===== src/rtl/pc_fetch_unit.sv =====
// Program-counter register and instruction-fetch sequencer (BOOT -> FETCH <-> HOLD).
// Optional misaligned-PC trap enabled by defining PC_ALIGN_CHECK_EN.
module pc_fetch_unit #(
   parameter logic [31:0] RESET_PC = 32'h0000_0000,
   parameter int unsigned COUNT_W  = 32
) (
   input  logic               clock,
   input  logic               reset_n,
   input  logic [31:0]        PCNext,
   output logic [31:0]        PC,
   output logic [31:0]        addPC,
   output logic               imemReq,
   output logic [31:0]        imemAddr,
   input  logic               imemReady,
   input  logic [31:0]        imemData,
   output logic [31:0]        instruction,
   output logic               instrValid,
   input  logic               instrReady,
   output logic [COUNT_W-1:0] instrCount,
   output logic               pcMisaligned
);

`ifdef PC_ALIGN_CHECK_EN
   typedef enum logic [1:0] {BOOT, FETCH, HOLD, FAULT} state_t;
`else
   typedef enum logic [1:0] {BOOT, FETCH, HOLD} state_t;
`endif

   state_t state;

   assign addPC    = PC + 32'd4;
   assign imemReq  = (state == FETCH);
   assign imemAddr = PC;

`ifdef PC_ALIGN_CHECK_EN
   always_ff @(posedge clock or negedge reset_n) begin
      if (!reset_n) begin
         pcMisaligned <= 1'b0;
      end else if (state == HOLD && instrReady && PCNext[1:0] != 2'b00) begin
         pcMisaligned <= 1'b1;
      end
   end
`else
   assign pcMisaligned = 1'b0;
`endif

   always_ff @(posedge clock or negedge reset_n) begin
      if (!reset_n) begin
         state       <= BOOT;
         PC          <= RESET_PC;
         instruction <= '0;
         instrValid  <= 1'b0;
         instrCount  <= '0;
      end else begin
         case (state)
            BOOT: state <= FETCH;
            FETCH: begin
               if (imemReady) begin
                  instruction <= imemData;
                  instrValid  <= 1'b1;
                  state       <= HOLD;
               end
            end
            HOLD: begin
               if (instrReady) begin
                  instrValid <= 1'b0;
                  instrCount <= instrCount + COUNT_W'(1);
`ifdef PC_ALIGN_CHECK_EN
                  // A misaligned target still retires the current instruction but parks the fetcher.
                  if (PCNext[1:0] != 2'b00) begin
                     state <= FAULT;
                  end else begin
                     PC    <= PCNext;
                     state <= FETCH;
                  end
`else
                  PC    <= PCNext;
                  state <= FETCH;
`endif
               end
            end
`ifdef PC_ALIGN_CHECK_EN
            FAULT: state <= FAULT;
`endif
            default: state <= BOOT;
         endcase
      end
   end

endmodule


===== config.mk =====
export PLATFORM = sky130hd
export DESIGN_NAME = pc_fetch_unit
export DESIGN_NICKNAME = d
export VERILOG_FILES = /design/src/rtl/pc_fetch_unit.sv
export SDC_FILE = /design/constraint.sdc
export NUM_CORES = 1
export LEC_CHECK = 0
export CORE_ASPECT_RATIO = 1.2
export CORE_MARGIN = 2
export CORE_UTILIZATION = 45
export CTS_CLUSTER_DIAMETER = 40
export CTS_CLUSTER_SIZE = 40
export DETAILED_ROUTE_END_ITERATION = 7
export PLACE_DENSITY = 0.95
export SETUP_SLACK_MARGIN = 0.4
export SLEW_MARGIN = 20
export SYNTH_ARGS = -nofsm -noshare
export SYNTH_HDL_FRONTEND = slang
export SYNTH_SLANG_ARGS = --single-unit
export TNS_END_PERCENT = 1

===== constraint.sdc =====
create_clock -name clock -period 3.8 [get_ports clock]
set_clock_uncertainty 0.15 [all_clocks]
set_input_delay 0.57 -clock clock [delete_from_list [all_inputs] [get_ports clock]]
set_output_delay 0.57 -clock clock [all_outputs]
set_load 0.005 [all_outputs]

### Yosys cells after proc, flatten, opt, wreduce, memory -nomap -nowiden

Cells that the tools add are included.
W data, S select, Z words.

| word-level totals | value |
|---|---|
| flip-flop bits (word level) | 99 |
| input bits | 68 |
| output and inout bits | 163 |
| word-level logic and storage cells | 23 |

| operators by class | value |
|---|---|
| add/sub/neg operators | 2 |
| equality and inequality tests | 4 |
| multiplexer cells | 6 |
| reduce and logical (&&, ||, !) cells | 6 |

Operators by type and width:

| cell | number |
|---|---|
| $add A32 B1 Y32 const B | 1 |
| $add A32 B3 Y32 const B | 1 |
| $pmux W2 S3 | 1 |
| $reduce_and A2 Y1 | 3 |
| $mux W2 | 2 |
| $reduce_and A3 Y1 | 1 |
| $eq A2 B1 Y1 const B | 1 |
| $eq A2 B2 Y1 const B | 1 |
| $logic_not A2 Y1 | 1 |
| $mux W1 | 2 |
| $ne A2 B1 Y1 const B | 1 |
| $ne A2 B2 Y1 const B | 1 |
| $pmux W1 S2 | 1 |
| $reduce_bool A2 Y1 | 1 |

### Logic depth before layout (Yosys ltp)

| logic depth | value |
|---|---|
| depth after elaboration | 3 |
| mapped depth | 7 |
| mapped depth without buffers | 6 |

### Worst setup path before layout

OpenSTA, ideal clock, no wires.

| timing path | value |
|---|---|
| path kind | reg-to-output |
| from | register PC[2] |
| to | output port addPC[28] |
| arrival | 1.481 ns |
| data required time | 3.080 ns |
| path slack | 1.599 ns |
| stages on the path, launching flop included | 6 |
| buffers on the path | 0 |
| cell sequence | dfrtp_1 > ha_1 > nand3_1 > nor3_1 > nand4_1 > xnor2_1 |

| on the way | value |
|---|---|
| cells in the longest elaborated chain, start to end | 1 |

RTL lines:

| what | line | text |
|---|---|---|
| start, declared | 10 | `output logic [31:0] PC,` |
| start signal, assigned | 77 | `PC <= PCNext;` |
| $add A32 B3 Y32 | 31 | `assign addPC = PC + 32'd4;` |
| end, declared | 11 | `output logic [31:0] addPC,` |

Every way passes these cells.

### Final worst setup path

| timing path | value |
|---|---|
| from | register PC[4] |
| to | output port addPC[17] |

Same word-level chain as after synthesis.

==> results.tsv <==
metric	value	unit
status	finished clean	
I/O pin count	231	
initial antenna violation count	0	
setup violators final	0	
worst r2r dst	instrCount[17]	
Rows	41	
post-synthesis area per instance	12.1	um^2
clock buffer count from CTS	9	
CTS root buf	clkbuf_16	
placed insts	719	
Final Hold Viols	0	
final RePlAce weighted congestion	0.821	
Die Ht	118	um
Worst Path Required	3080	ps
RSZ-0062 raised after global routing	no	
Setup CP Type	flip-flop to output pin	
total track usage	0.214	
number of global-route vias before repair	4056	
Post-synth EDFFs	0	
Mapped Cells	402	
share of flip-flops with an asynchronous set or reset	1.00	
via density per instance	5.18	
final worst path period share	0.847	
PortBufs	229	
nets@finish	675	
Worst Hold Class	input port to async pin	
Layout Cells excl Fill	734	
ANT cells	0	
Yosys cell types	33	
Net Sw Frac	0.308	
Max Fclk	311	MHz
LEAKAGE	0.00302	uW
clock-pin transition on the worst setup and hold timing paths	70	ps
Hold WS	71.9	ps
# clock sinks	99	
grt total ovfl	0	
DR WL/cell	17.3	um
synthesized area	4880	um^2
TritonCTS clock tree	yes	
largest net degree at the start of global routing	44	
Most used DFF post-synth	dfrtp_1	
area delta synth->final	50.4	%
Pint	3670	uW
Synth Net Count	476	
most frequent cells in the layout	clkdlybuf4s50_1, dfrtp_1, mux2_2	
endpoint type of the worst setup path	output pin	
TritonRoute pass-1 iters	4	
crit path max fanout	7	
Detail Placement HPWL	9.77	mm
Setup Buffers After CTS	0	
sequential fraction of the synthesis area	0.508	
Die W	99.0	um
Synth Register Bits	99	
hold_buf cts	0	
Core Area	10500	um^2
Ys Warns	0	
Post-Route Setup TNS	0	ps
Comb power frac	0.481	
Reg power frac	0.359	
via count	3802	
Arr. time, crit path	2500	ps
most common cell after layout, fill and taps aside	clkdlybuf4s50_1	
min cycle time layout	3220	ps
Routed Antenna Nets	0	
htree depth	3	
Die ar.	11700	um^2
worst skew pair latency	320	ps
Pwr Density	722	nW/um^2
Clock Path Buffers	2	
DRC Markers	0	
Worst Reg-to-Reg Cells	6	
r2r setup slk	1440	ps
routed wire length	12.7	mm
sw power	1630	uW
first-pass GRT wire length	20.1	mm
max_slew headroom	0.535	
Initial Util	0.464	
# Max-Cap Violations	0	
power share of the clock group	0.160	
layout cells sized above 1	0.159	
Worst VDD drop	0.356	mV
Slew Viols, Final	0	
Reg-to-Reg Start	state[0]	
Slew @ Worst Pin	692	ps
critical path startpoint category	flip-flop	
Initial DRC Count	112	
-- worst max-delay path, stage by stage (launching register included) --
cell and delay, ps:
dfrtp_1 450, nand4_1 290, nor4_2 540, nand4_1 210, xnor2_1 170, clkdlybuf4s50_1 510
-- metal layers --
metal / up-vias / global-route usage / share of wire
met1: 1865 / 0.231 / 0.36
met5: - / 0 / 0
met3: 27 / 0.0398 / 0.065
met4: 0 / 0.0959 / 0.026
met2: 161 / 0.399 / 0.55
li1: 1749 / - / -
-- cells by family after synthesis --
logic type / share of synthesized area
XOR/XNOR: 0.106
AND/OR/NAND/NOR: 0.145
other: 0.000769
AO/OA/AOI/OAI: 0.00923
flip-flops: 0.508
adder cells (fa/ha/maj): 0.0154
multiplexers: 0.143
buffers and inverters: 0.0726
-- state kept, by name, indices dropped and copies added, names as in the netlist --
name and count:
instruction 32, instrValid 1, PC 32, instrCount 32
state 2
-- Yosys cell counts (all sizes together) (7+ instances only) --
cell    n  area (um^2)
and3    7         43.8
buf    46          320
mux2   62          698
nor2    8         30.0
inv     9         33.8
nand2  25         93.8
xnor2  47          412
nand3  20          115
dfrtp  99         2480
xor2   12          105
nand4  26          178
-- per-stage QoR --
| stage | setup slack [ps] | total power (uW) | util | cell area, um^2 |
|---|---|---|---|---|
| 2_1_floorplan | 1600 | 2930 | - | 4880 |
| 3_3_place_gp | 720 | 4370 | 0.670 | 7050 |
| 3_5_place_dp | 691 | 4480 | 0.670 | 7050 |
| 4_1_cts | 539 | 5350 | 0.697 | 7330 |
| 5_1_grt | 410 | 5590 | 0.698 | 7340 |
| 6_report | 582 | 5300 | 0.698 | 7340 |
-- area by class of cell --
| type | count | area, um^2 |
|---|---|---|
| fill | 760 | 3180 |
| sequential | 99 | 2480 |
| timing repair buffer | 234 | 2330 |
| multi-input combinational | 248 | 2060 |
| clock buffer | 12 | 256 |
| tap | 129 | 161 |
| inverter | 9 | 33.8 |
| clock inverter | 3 | 21.3 |
-- worst max path at each step --
stage                     startpoint         to  slack (ps)  cells after the start
after CTS                      PC[3]  addPC[26]         540                      6
after global placement         PC[2]  addPC[26]         720                      6
after floorplan                PC[2]  addPC[28]        1600                      5
after detailed placement       PC[3]  addPC[26]         690                      6
after global routing          PC[14]  addPC[26]         410                      5
final                          PC[4]  addPC[17]         580                      5
-- timing repair --
item	CTS	global route
pin swaps	0	0
endpoints found under the setup margin	5	2
endpoints found under the hold margin	0	0
gates resized for setup	1	1
-- power by group through the flow --
| stage | Sequential [uW] | Clock (uW) | Combinational (uW) |
|---|---|---|---|
| 6_report | 1900 | 850 | 2550 |
| 5_1_grt | 1960 | 917 | 2710 |
| 4_1_cts | 1900 | 875 | 2580 |
| 3_5_place_dp | 1920 | 0 | 2570 |
| 3_3_place_gp | 1860 | 0 | 2500 |
| 2_1_floorplan | 1850 | 0 | 1080 |
Note: power is estimated with default switching activity, not from simulation.
